$ cat config.mk
export PLATFORM = sky130hd
export DESIGN_NAME = branch_resolver
export DESIGN_NICKNAME = d
export VERILOG_FILES = /design/src/rtl/branch_resolver.sv
export SDC_FILE = /design/constraint.sdc
export NUM_CORES = 1
export LEC_CHECK = 0
export ABC_AREA = 1
export BUFFER_PORTS_ARGS = -buffer_cell sky130_fd_sc_hd__buf_4
export CAP_MARGIN = 20
export CORE_MARGIN = 8
export CORE_UTILIZATION = 50
export DETAILED_ROUTE_END_ITERATION = 10
export GPL_TIMING_DRIVEN = 1
export HOLD_SLACK_MARGIN = 0.03
export PLACE_DENSITY = 0.86
export SETUP_SLACK_MARGIN = 0.02
export SYNTH_ARGS = -nofsm -noshare
export SYNTH_HDL_FRONTEND = slang
export SYNTH_SLANG_ARGS = --single-unit
$ cat constraint.sdc
create_clock -name clk -period 1.9 [get_ports clk]
set_input_delay 0.095 -clock clk [delete_from_list [all_inputs] [get_ports clk]]
set_output_delay 0.095 -clock clk [all_outputs]
set_load 0.01 [all_outputs]
$ cat src/rtl/branch_resolver.sv
// Branch resolver for the ID stage of the 16-bit ThinPad pipeline.
//
// Resolves jump/branch instructions and decides whether each is taken. A taken
// branch produces a redirect request that is held until the PC unit acks it.
// The resolver also tracks the single delay slot, flags a jump/branch found in a
// delay slot, and keeps saturating counts of resolved and taken branches.
//
// Ports:
//   clk, rst        clock; synchronous active-high reset
//   id_valid        ID stage holds a valid instruction
//   stall           ID instruction is not consumed this cycle
//   flush           discard the pending redirect and the delay-slot tracking
//   is_jb, jb_type  jump/branch flag and class (00 B, 01 JR, 10 BEQZ, 11 BNEZ)
//   rx_val          JR target, or the register compared against zero
//   pc_plus1        address of the instruction after the branch
//   imm_off         sign-extended branch offset
//   redirect_valid  redirect request pending
//   redirect_pc     target PC, stable while redirect_valid is high
//   redirect_ack    PC unit takes the redirect this cycle
//   busy            a redirect is pending and not acked this cycle
//   in_delay_slot   the next consumed ID instruction is the delay slot
//   slot_err        sticky: a jump/branch was seen in a delay slot
//   br_count        resolved jump/branch count (saturating)
//   taken_count     taken jump/branch count (saturating)
module branch_resolver #(
  parameter int unsigned W     = 16,
  parameter int unsigned CNT_W = 16
) (
  input  logic             clk,
  input  logic             rst,
  input  logic             id_valid,
  input  logic             stall,
  input  logic             flush,
  input  logic             is_jb,
  input  logic [1:0]       jb_type,
  input  logic [W-1:0]     rx_val,
  input  logic [W-1:0]     pc_plus1,
  input  logic [W-1:0]     imm_off,
  output logic             redirect_valid,
  output logic [W-1:0]     redirect_pc,
  input  logic             redirect_ack,
  output logic             busy,
  output logic             in_delay_slot,
  output logic             slot_err,
  output logic [CNT_W-1:0] br_count,
  output logic [CNT_W-1:0] taken_count
);

  typedef enum logic [0:0] {StIdle, StSlot} state_e;

  state_e           state_q, state_d;
  logic             rv_q, rv_d;
  logic [W-1:0]     rpc_q, rpc_d;
  logic             slot_err_q, slot_err_d;
  logic [CNT_W-1:0] br_cnt_q, br_cnt_d;
  logic [CNT_W-1:0] tk_cnt_q, tk_cnt_d;

  logic         fire;
  logic         taken;
  logic         resolve;
  logic         slot_jb;
  logic [W-1:0] rel_target;
  logic [W-1:0] target;

  assign fire       = id_valid & ~stall & ~flush;
  assign busy       = rv_q & ~redirect_ack;
  assign rel_target = pc_plus1 + imm_off;  // modulo 2^W by construction

  // Branch outcome and target; JR is the only register-indirect class.
  always_comb begin
    taken  = 1'b0;
    target = rel_target;
    case (jb_type)
      2'b00:   taken = 1'b1;
      2'b01: begin
        taken  = 1'b1;
        target = rx_val;
      end
      2'b10:   taken = (rx_val == '0);
      default: taken = (rx_val != '0);
    endcase
  end

  assign resolve = (state_q == StIdle) & fire & is_jb & ~busy;
  assign slot_jb = (state_q == StSlot) & fire & is_jb;

  always_comb begin
    state_d    = state_q;
    rv_d       = rv_q;
    rpc_d      = rpc_q;
    slot_err_d = slot_err_q | slot_jb;
    br_cnt_d   = br_cnt_q;
    tk_cnt_d   = tk_cnt_q;

    unique case (state_q)
      StIdle: if (resolve) state_d = StSlot;
      StSlot: if (fire) state_d = StIdle;
      default: state_d = StIdle;
    endcase

    if (resolve) begin
      if (br_cnt_q != '1) br_cnt_d = br_cnt_q + CNT_W'(1);
      if (taken && tk_cnt_q != '1) tk_cnt_d = tk_cnt_q + CNT_W'(1);
    end

    // An ack retires the old request; a branch resolved on the same edge
    // installs the new one, so the load must win over the clear.
    if (rv_q && redirect_ack) rv_d = 1'b0;
    if (resolve && taken) begin
      rv_d  = 1'b1;
      rpc_d = target;
    end

    if (flush) begin
      state_d = StIdle;
      rv_d    = 1'b0;
    end
  end

  always_ff @(posedge clk) begin
    if (rst) begin
      state_q    <= StIdle;
      rv_q       <= 1'b0;
      rpc_q      <= '0;
      slot_err_q <= 1'b0;
      br_cnt_q   <= '0;
      tk_cnt_q   <= '0;
    end else begin
      state_q    <= state_d;
      rv_q       <= rv_d;
      rpc_q      <= rpc_d;
      slot_err_q <= slot_err_d;
      br_cnt_q   <= br_cnt_d;
      tk_cnt_q   <= tk_cnt_d;
    end
  end

  assign redirect_valid = rv_q;
  assign redirect_pc    = rpc_q;
  assign in_delay_slot  = (state_q == StSlot);
  assign slot_err       = slot_err_q;
  assign br_count       = br_cnt_q;
  assign taken_count    = tk_cnt_q;

endmodule

==> out/metrics.csv, run 1 <==
metric,value,unit
status,"complete, no violations",
synth_nets,654,
die-area,10200,um^2
synth_area,3630,um^2
cts_tree,done,
synth_edf_count,0,
chipWidth,101,um
grt_pass1_wl,17200,um
synth_top_area_share,28.1,%
ys_top_cells_by_area,"dfxtp_1 (28%), nand2_1 (18%), a21oi_1 (7.7%)",
r2r_end,br_count[5],
start_util,50.8,%
synth_top_family_by_area,simple AND/OR/NAND/NOR gates,
die_h,101,um
min_path_type,input port to register,
stdcell_count,803,
leakagePower,2.30,nW
num_rows,31,
drv_slew,0,
remaining_drc_errors,0,
grt_pass1_vias,3924,
nets,779,
first_pass_iters,5,
setup_viol,0,
yosys_warnings,0,
place.gp.congestion,0.968,
layout-drive-gt1-share,22.2,%
syn_to_final_growth,32.4,%
yosysSeqAreaShare,28.1,%
synth_area_leader_cell,dfxtp_1,
track_usage,20.0,%
antenna_left,0,
p_per_area,488,nW/um^2
rrSetupSlack,0.16,ns
clock-sinks,51,
clkLatencyLatePin,0.30,ns
yosys-top-cells-count,"nand2_1 (176), inv_1 (69), nor2_1 (66)",
wl_per_cell,13.2,um
cts_buffers,5,
wl,10600,um
synth_ff_type,dfxtp_1,
cp_max_fo,8,
reg2regPathDepth,9,
core_area,7140,um^2
synthAdderAreaFrac,6.41,%
htreeDepth,2,
cp.required,2.15,ns
synth_compound_area_share,10.5,%
r2r-start,br_count[1],
dpl.hpwl,8360,um
async_flop_share,0,%
grt_max_degree,24,
power.total,2.34,mW
crit_type,register to register,
cp-start-kind,register,
synthMuxAreaShare,0,%
path_clk_slew,0.09,ns
syn_inst,579,
synth-simple-area-share,39.5,%
crit_start,br_count[1],
synth-xor-area-share,6.03,%
io_pins,109,
synth_cell_type_count,33,
endpoint_kind,register,
design_area,4800,um^2
fmax,574,MHz
worst_ir_drop_vdd,0.242,mV
clockRootBuffer,clkbuf_8,
drv_cap,0,
min_period,1.74,ns
tns,0,ns
max_slew_margin,54.5,%
worst_pin_slew,0.682,ns
drtIter0Drc,212,
worst_hold_slack,0.0658,ns
syn_avg_cell_area,6.27,um^2
ys_ff_latch,51,
routed_via_density,5.10,
final_hold_viol_count,0,
rsz0062_at_grt,false,
synth_most_common_cell,nand2_1,
finalClockSkew,0.00337,ns
placedInstanceArea,4650,um^2
cts_buffer_depth,2,
dp.cells,792,
antenna_cells,0,
fin_crit_sh,91.7,%
grt_overflow,0,
portBuffers,108,
via_count,4099,
antenna_found_initial,0,
worstSetupEndpoint,br_count[5],
worst-endpoint-arrival,1.99,ns
[critical path, stage by stage (launching register included)]
cell and delay, ns:
dfxtp_1 0.36, ha_2 0.22, nand3_2 0.13, nor2_2 0.17, nand3_1 0.08, nand2_1 0.13
clkinvlp_4 0.19, buf_2 0.21, nand3_1 0.07, and3_1 0.14
[metal layers]
layer / wire length (um) / GRT usage, %
met5: 0 / 0
met4: 158 / 6.07
met3: 846 / 4.19
met2: 5200 / 36.0
met1: 4410 / 23.0
[per-stage QoR]
stage	worst slack, ns	utilization (%)
floorplan	0.150	-
global route	0.0327	67.3
CTS	0.142	66.6
finish	0.157	67.3
detailed placement	0.161	65.1
global placement	0.226	65.1
[sequential cells by signal, summed over array words and instances (netlist names)]
signal / cells
taken_count: 16
br_count: 16
slot_err: 1
redirect_valid: 1
in_delay_slot: 1
redirect_pc: 16
[cell usage in the layout, fill, tap and decap left out, types with 2 or more instances in the layout]
master | synthesis | layout
buf_4 | 3 | 130
nand4_1 | 5 | 5
nor2_2 | 2 | 3
nand3b_1 | 5 | 5
nand3_1 | 50 | 49
nand2_2 | 3 | 2
clkbuf_8 | 0 | 5
nor2_1 | 66 | 65
xnor2_1 | 8 | 8
o21ai_0 | 11 | 11
or2_2 | 2 | 2
o21bai_1 | 4 | 4
nor3_1 | 9 | 9
ha_1 | 17 | 16
and3_1 | 2 | 2
inv_1 | 69 | 68
dfxtp_1 | 51 | 51
nand2_1 | 176 | 176
a21oi_1 | 56 | 56
xor2_1 | 17 | 17
[worst min path at each step]
stage,start,end,slack [ns],depth (start not counted)
3_5_place_dp,stall,slot_err,0.39,4
4_1_cts,stall,slot_err,0.07,4
5_1_grt,rx_val[5],redirect_pc[5],0.08,3
3_3_place_gp,stall,slot_err,0.38,4
6_report,stall,slot_err,0.07,4
2_1_floorplan,is_jb,slot_err,0.26,2
[kinds of logic after synthesis]
| family | Yosys count |
|---|---|
| AO/OA/AOI/OAI | 73 |
| XOR/XNOR | 25 |
| adder cells (fa/ha/maj) | 18 |
| buffers and inverters | 84 |
| flip-flops | 51 |
| AND/OR/NAND/NOR | 328 |
[repair_timing]
item,CTS,global route
gates resized for setup,0,5
setup endpoints to repair,0,6
setup buffers,0,3
hold buffers,0,0
[power by group]
| group | internal (mW) | switching, mW |
|---|---|---|
| Sequential | 1.08 | 0.00784 |
| Combinational | 0.231 | 0.287 |
| Clock | 0.387 | 0.351 |
| Total | 1.70 | 0.646 |
[cell type report]
class,count,area (um^2)
clock buffer,6,72.6
clock inverter,1,30.0
fill,657,2330
inverter,69,263
multi-input combinational,445,2290
sequential,51,1020
tap,99,124
timing repair buffer,132,1000
No activity file was read; power rests on OpenSTA's default activity.
==> inputs of run 2 (changes only) <==
- HOLD_SLACK_MARGIN: 0.03 -> 0.08
==> run 2 against run 1 <==
Net effect: register-to-register slack worse by 0.04 ns; critical endpoint unchanged; combinational power is 4% higher; clock power is 0.8% higher; sequential cell count stayed put.
==> out/metrics.csv, run 2 (same netlist as run 1, synthesis figures left out) <==
metric,value,unit
status,"complete, no violations",
remaining_drc_errors,0,
via_count,4150,
cp-start-kind,register,
fmax,561,MHz
wl_per_cell,13.5,um
antenna_cells,0,
finish.utilization,69.0,%
crit_path_top_delay_cell,dfxtp_1,
finalClockSkew,0.00455,ns
first_pass_iters,5,
drv_slew,0,
min_path_type,input port to register,
die_h,101,um
worst-endpoint-arrival,2.03,ns
cts_tree,done,
antenna_found_initial,0,
layout_commonest_cell,nand2_1,
cp_cell_sequence,ha_1 > nand3_1 > nor2_2 > nand3_1 > nand2_2 > clkinvlp_2 > nand3_1 > and3_1,
grt_pass1_vias,3961,
slowest_delay,0.36,ns
grt_pass1_wl,17400,um
place.gp.congestion,0.968,
chipWidth,101,um
dp.cells,792,
wl,10900,um
num-fill-cells,629,
clkLatencyLatePin,0.30,ns
antenna_left,0,
highest_layer,met4,
fin_crit_sh,93.8,%
syn_to_final_growth,35.8,%
path_clk_slew,0.09,ns
worst_ir_drop_vdd,0.368,mV
path_delay_family,simple AND/OR/NAND/NOR gates,
layout_common_cells,"nand2_1 (173), buf_4 (128), inv_1 (67)",
layout-drive-gt1-share,23.2,%
seq_area,1020,um^2
crit_type,register to register,
htreeDepth,2,
final_hold_viol_count,0,
routed_via_density,5.12,
cp_common_cell,nand3_1,
tns,0,ns
max_slew_margin,53.8,%
wl_met2,5440,um
grt_overflow,0,
start_util,50.8,%
p_per_area,481,nW/um^2
track_usage,20.2,%
placedInstanceArea,4650,um^2
wl_met1,4570,um
cp.required,2.15,ns
clockRootBuffer,clkbuf_8,
wl_met3,778,um
num_rows,31,
drtIter0Drc,146,
leakagePower,2.32,nW
core_area,7140,um^2
cts_buffer_depth,2,
nets,786,
cp_max_fo,7,
io_pins,109,
dpl.hpwl,8360,um
rsz0062_at_grt,true,
drv_cap,0,
stdcell_count,810,
portBuffers,108,
worst_pin_slew,0.692,ns
crit_buf_inv,1,
multi_input_area,2340,um^2
clock-sinks,51,
design_area,4930,um^2
endpoint_kind,register,
grt_max_degree,24,
die-area,10200,um^2
min_period,1.78,ns
cts_buffers,5,
setup_viol,0,
run 2: changes by cell type in the layout (fill, tap and decap cells not counted), moves of 2 or more:
cell,change
nand2_1,-3
nor2_4,+2
buf_6,+3
dlygate4sd3_1,+4
nand2_2,+4
buf_4,-2
nand3_4,+2
run 2: where the power goes:
group / total, mW / switching (mW) / leakage [nW] / internal, mW
logic: 0.538 / 0.296 / 1.86 / 0.242
registers: 1.09 / 0.00787 / 0.411 / 1.08
clock network: 0.743 / 0.356 / 0.0513 / 0.387
total: 2.37 / 0.660 / 2.32 / 1.71
run 2: tightest hold or removal path, stage by stage:
cell and delay, ns:
buf_4 0.09, a21oi_1 0.06, a21oi_1 0.10
run 2: path summary, 6_finish.rpt:
check,start,end,slack (ns),depth (start not counted)
hold / removal,rx_val[7],redirect_pc[7],0.09,3
setup / recovery,br_count[1],br_count[5],0.12,8
hold reg to reg,slot_err,slot_err,0.46,2
setup reg to reg,br_count[1],br_count[5],0.12,8
run 2: area by class of cell:
| class | count | area share, % |
|---|---|---|
| repair inverters | 1 | 0.102 |
| repair buffers | 138 | 21.8 |
| flip-flops and latches | 51 | 20.7 |
| clock buffers | 6 | 1.47 |
| multi-input cells | 445 | 47.4 |
| well taps | 99 | 2.51 |
| inverters | 69 | 5.33 |
| clock inverters | 1 | 0.609 |
run 2: layer usage:
layer,vias to the layer above,GRT usage (%)
li1,2116,-
met3,11,3.92
met2,158,36.6
met4,0,6.07
met5,-,0
met1,1865,23.2
run 2: through the flow:
stage               power, mW  setup WS (ns)  hold WS (ns)
floorplan                1.43          0.150         0.262
global placement         1.61          0.226         0.379
detailed placement       1.62          0.161         0.389
CTS                      2.35         0.0644        0.0848
global route             2.48       -0.00192        0.0898
finish                   2.37          0.119        0.0879
run 2: what timing repair did:
item,in CTS,in global routing
gates resized for setup,0,20
endpoints found under the setup margin,0,33
buffers inserted,0,5
endpoints found under the hold margin,4,0
hold buffers,4,0
==> inputs of run 3 (changes only) <==
- RECOVER_POWER: default -> 100
==> run 3 against run 2 <==
Net effect: hold slack about the same; total power decreased by 0.50%; core utilization decreased by 3.1 points; count of clock-buffer cells in the layout unchanged; first-iteration DRC count increased by 59%; worst setup slack got worse by 0.0055 ns; wire length increased by 0.74%; global-route usage unchanged.
==> out/metrics.csv, run 3 (same netlist as run 1, synthesis figures left out) <==
metric,value,unit
status,"complete, no violations",
cts_buffers,5,
layout_common_cells,"nand2_1 (173), buf_4 (75), inv_1 (67)",
syn_to_final_growth,29.7,%
switching_share,27.9,%
remaining_drc_errors,0,
final_hold_viol_count,0,
layout-drive-gt1-share,15.8,%
wl,11000,um
grt_pass1_vias,3961,
via_count,4132,
drv_cap,0,
nets,786,
multi_input_area,2310,um^2
drtIter0Drc,232,
die_h,101,um
portBuffers,108,
cts_tree,done,
chipWidth,101,um
fin_crit_sh,94.1,%
hold_path_depth,3,
drv_slew,0,
fmax,560,MHz
seq_area,1020,um^2
leakagePower,2.08,nW
path_clk_slew,0.09,ns
antenna_cells,0,
reg2regPathDepth,8,
cp-start-kind,register,
clkLatencyLatePin,0.30,ns
crit_type,register to register,
endpoint_kind,register,
grt_max_degree,24,
p_int,1.70,mW
layout_commonest_cell,nand2_1,
htreeDepth,2,
finalClockSkew,0.00399,ns
wl_per_cell,13.6,um
clock-sinks,51,
num_rows,31,
finish.utilization,66.0,%
worst_pin_slew,0.700,ns
start_util,50.8,%
cp_max_fo,7,
pwr-share-comb,22.4,%
p_seq_share,46.1,%
rsz0062_at_grt,true,
clockRootBuffer,clkbuf_8,
antenna_left,0,
num-fill-cells,695,
track_usage,20.2,%
worst_ir_drop_vdd,0.366,mV
min_period,1.79,ns
io_pins,109,
tns,0,ns
p_sw,0.658,mW
setup_viol,0,
max_slew_margin,53.3,%
cts_buffer_depth,2,
min_path_type,input port to register,
grt_pass1_wl,17400,um
first_pass_iters,4,
antenna_found_initial,0,
worst_hold_slack,0.0876,ns
clkPwrFrac,31.5,%
core_area,7140,um^2
p_per_area,500,nW/um^2
die-area,10200,um^2
worst-endpoint-arrival,1.97,ns
cp.required,2.08,ns
place.gp.congestion,0.968,
routed_via_density,5.10,
grt_overflow,0,
dpl.hpwl,8360,um
==> run 3: cell types whose count changed in the layout (fill, tap and decap cells not counted) <==
cell / before / now
nor4_4: 1 / 0
buf_4: 128 / 75
a21oi_1: 55 / 56
buf_6: 3 / 2
a21oi_2: 2 / 1
clkbuf_4: 0 / 3
clkbuf_1: 1 / 52
nor3b_2: 1 / 2
nor3b_4: 1 / 0
nor4_1: 1 / 2
==> run 3: final cells by class <==
type | instances | share of cell area, %
repair inverters | 1 | 0.106
multi-input cells | 445 | 49.1
repair buffers | 138 | 18.7
clock inverters | 1 | 0.638
well taps | 99 | 2.63
inverters | 69 | 5.58
clock buffers | 6 | 1.54
flip-flops and latches | 51 | 21.7
==> run 3: repair_timing <==
action,in CTS,in global routing
endpoints found under the hold margin,4,0
setup buffers,0,5
endpoints found under the setup margin,0,33
gates resized for setup,0,20
hold buffers,4,0
==> run 3: power by group through the flow <==
stage	Combinational [mW]	Clock (mW)	Sequential (mW)
floorplan	0.310	0	1.12
global placement	0.501	0	1.11
detailed placement	0.510	0	1.11
CTS	0.519	0.743	1.09
global route	0.587	0.788	1.09
finish	0.527	0.742	1.09
==> run 3: worst max-delay path: stages, from the launching register on <==
cell	delay [ns]
dfxtp_1	0.35
ha_1	0.21
nand3_1	0.18
nor2_2	0.19
nand3_1	0.10
nand2_2	0.13
clkinvlp_4	0.18
o21ai_0	0.25
a21oi_1	0.07
==> run 3: routing by layer <==
metal  vias up  global-route usage [%]  wire, um
met5         -                       0         0
met4         0                    6.07       146
met3         9                    3.92       729
met2       146                    36.6      5460
met1      1864                    23.2      4680
li1       2113                       -         -
==> run 3: worst paths after layout <==
check | start | end | slack (ns)
setup / recovery | br_count[1] | br_count[0] | 0.11
hold / removal | is_jb | slot_err | 0.09
hold reg to reg | slot_err | slot_err | 0.45
setup reg to reg | br_count[1] | br_count[0] | 0.11
==> run 3: per-stage QoR <==
| stage | power [mW] | instance area (um^2) | std cells | worst slack (ns) |
|---|---|---|---|---|
| 5_1_grt | 2.46 | 4710 | 810 | 0.00868 |
| 6_report | 2.36 | 4710 | 810 | 0.113 |
| 3_5_place_dp | 1.62 | 4650 | 792 | 0.161 |
| 3_3_place_gp | 1.61 | 4650 | 792 | 0.226 |
| 4_1_cts | 2.35 | 4790 | 803 | 0.0644 |
| 2_1_floorplan | 1.43 | 3630 | 579 | 0.150 |
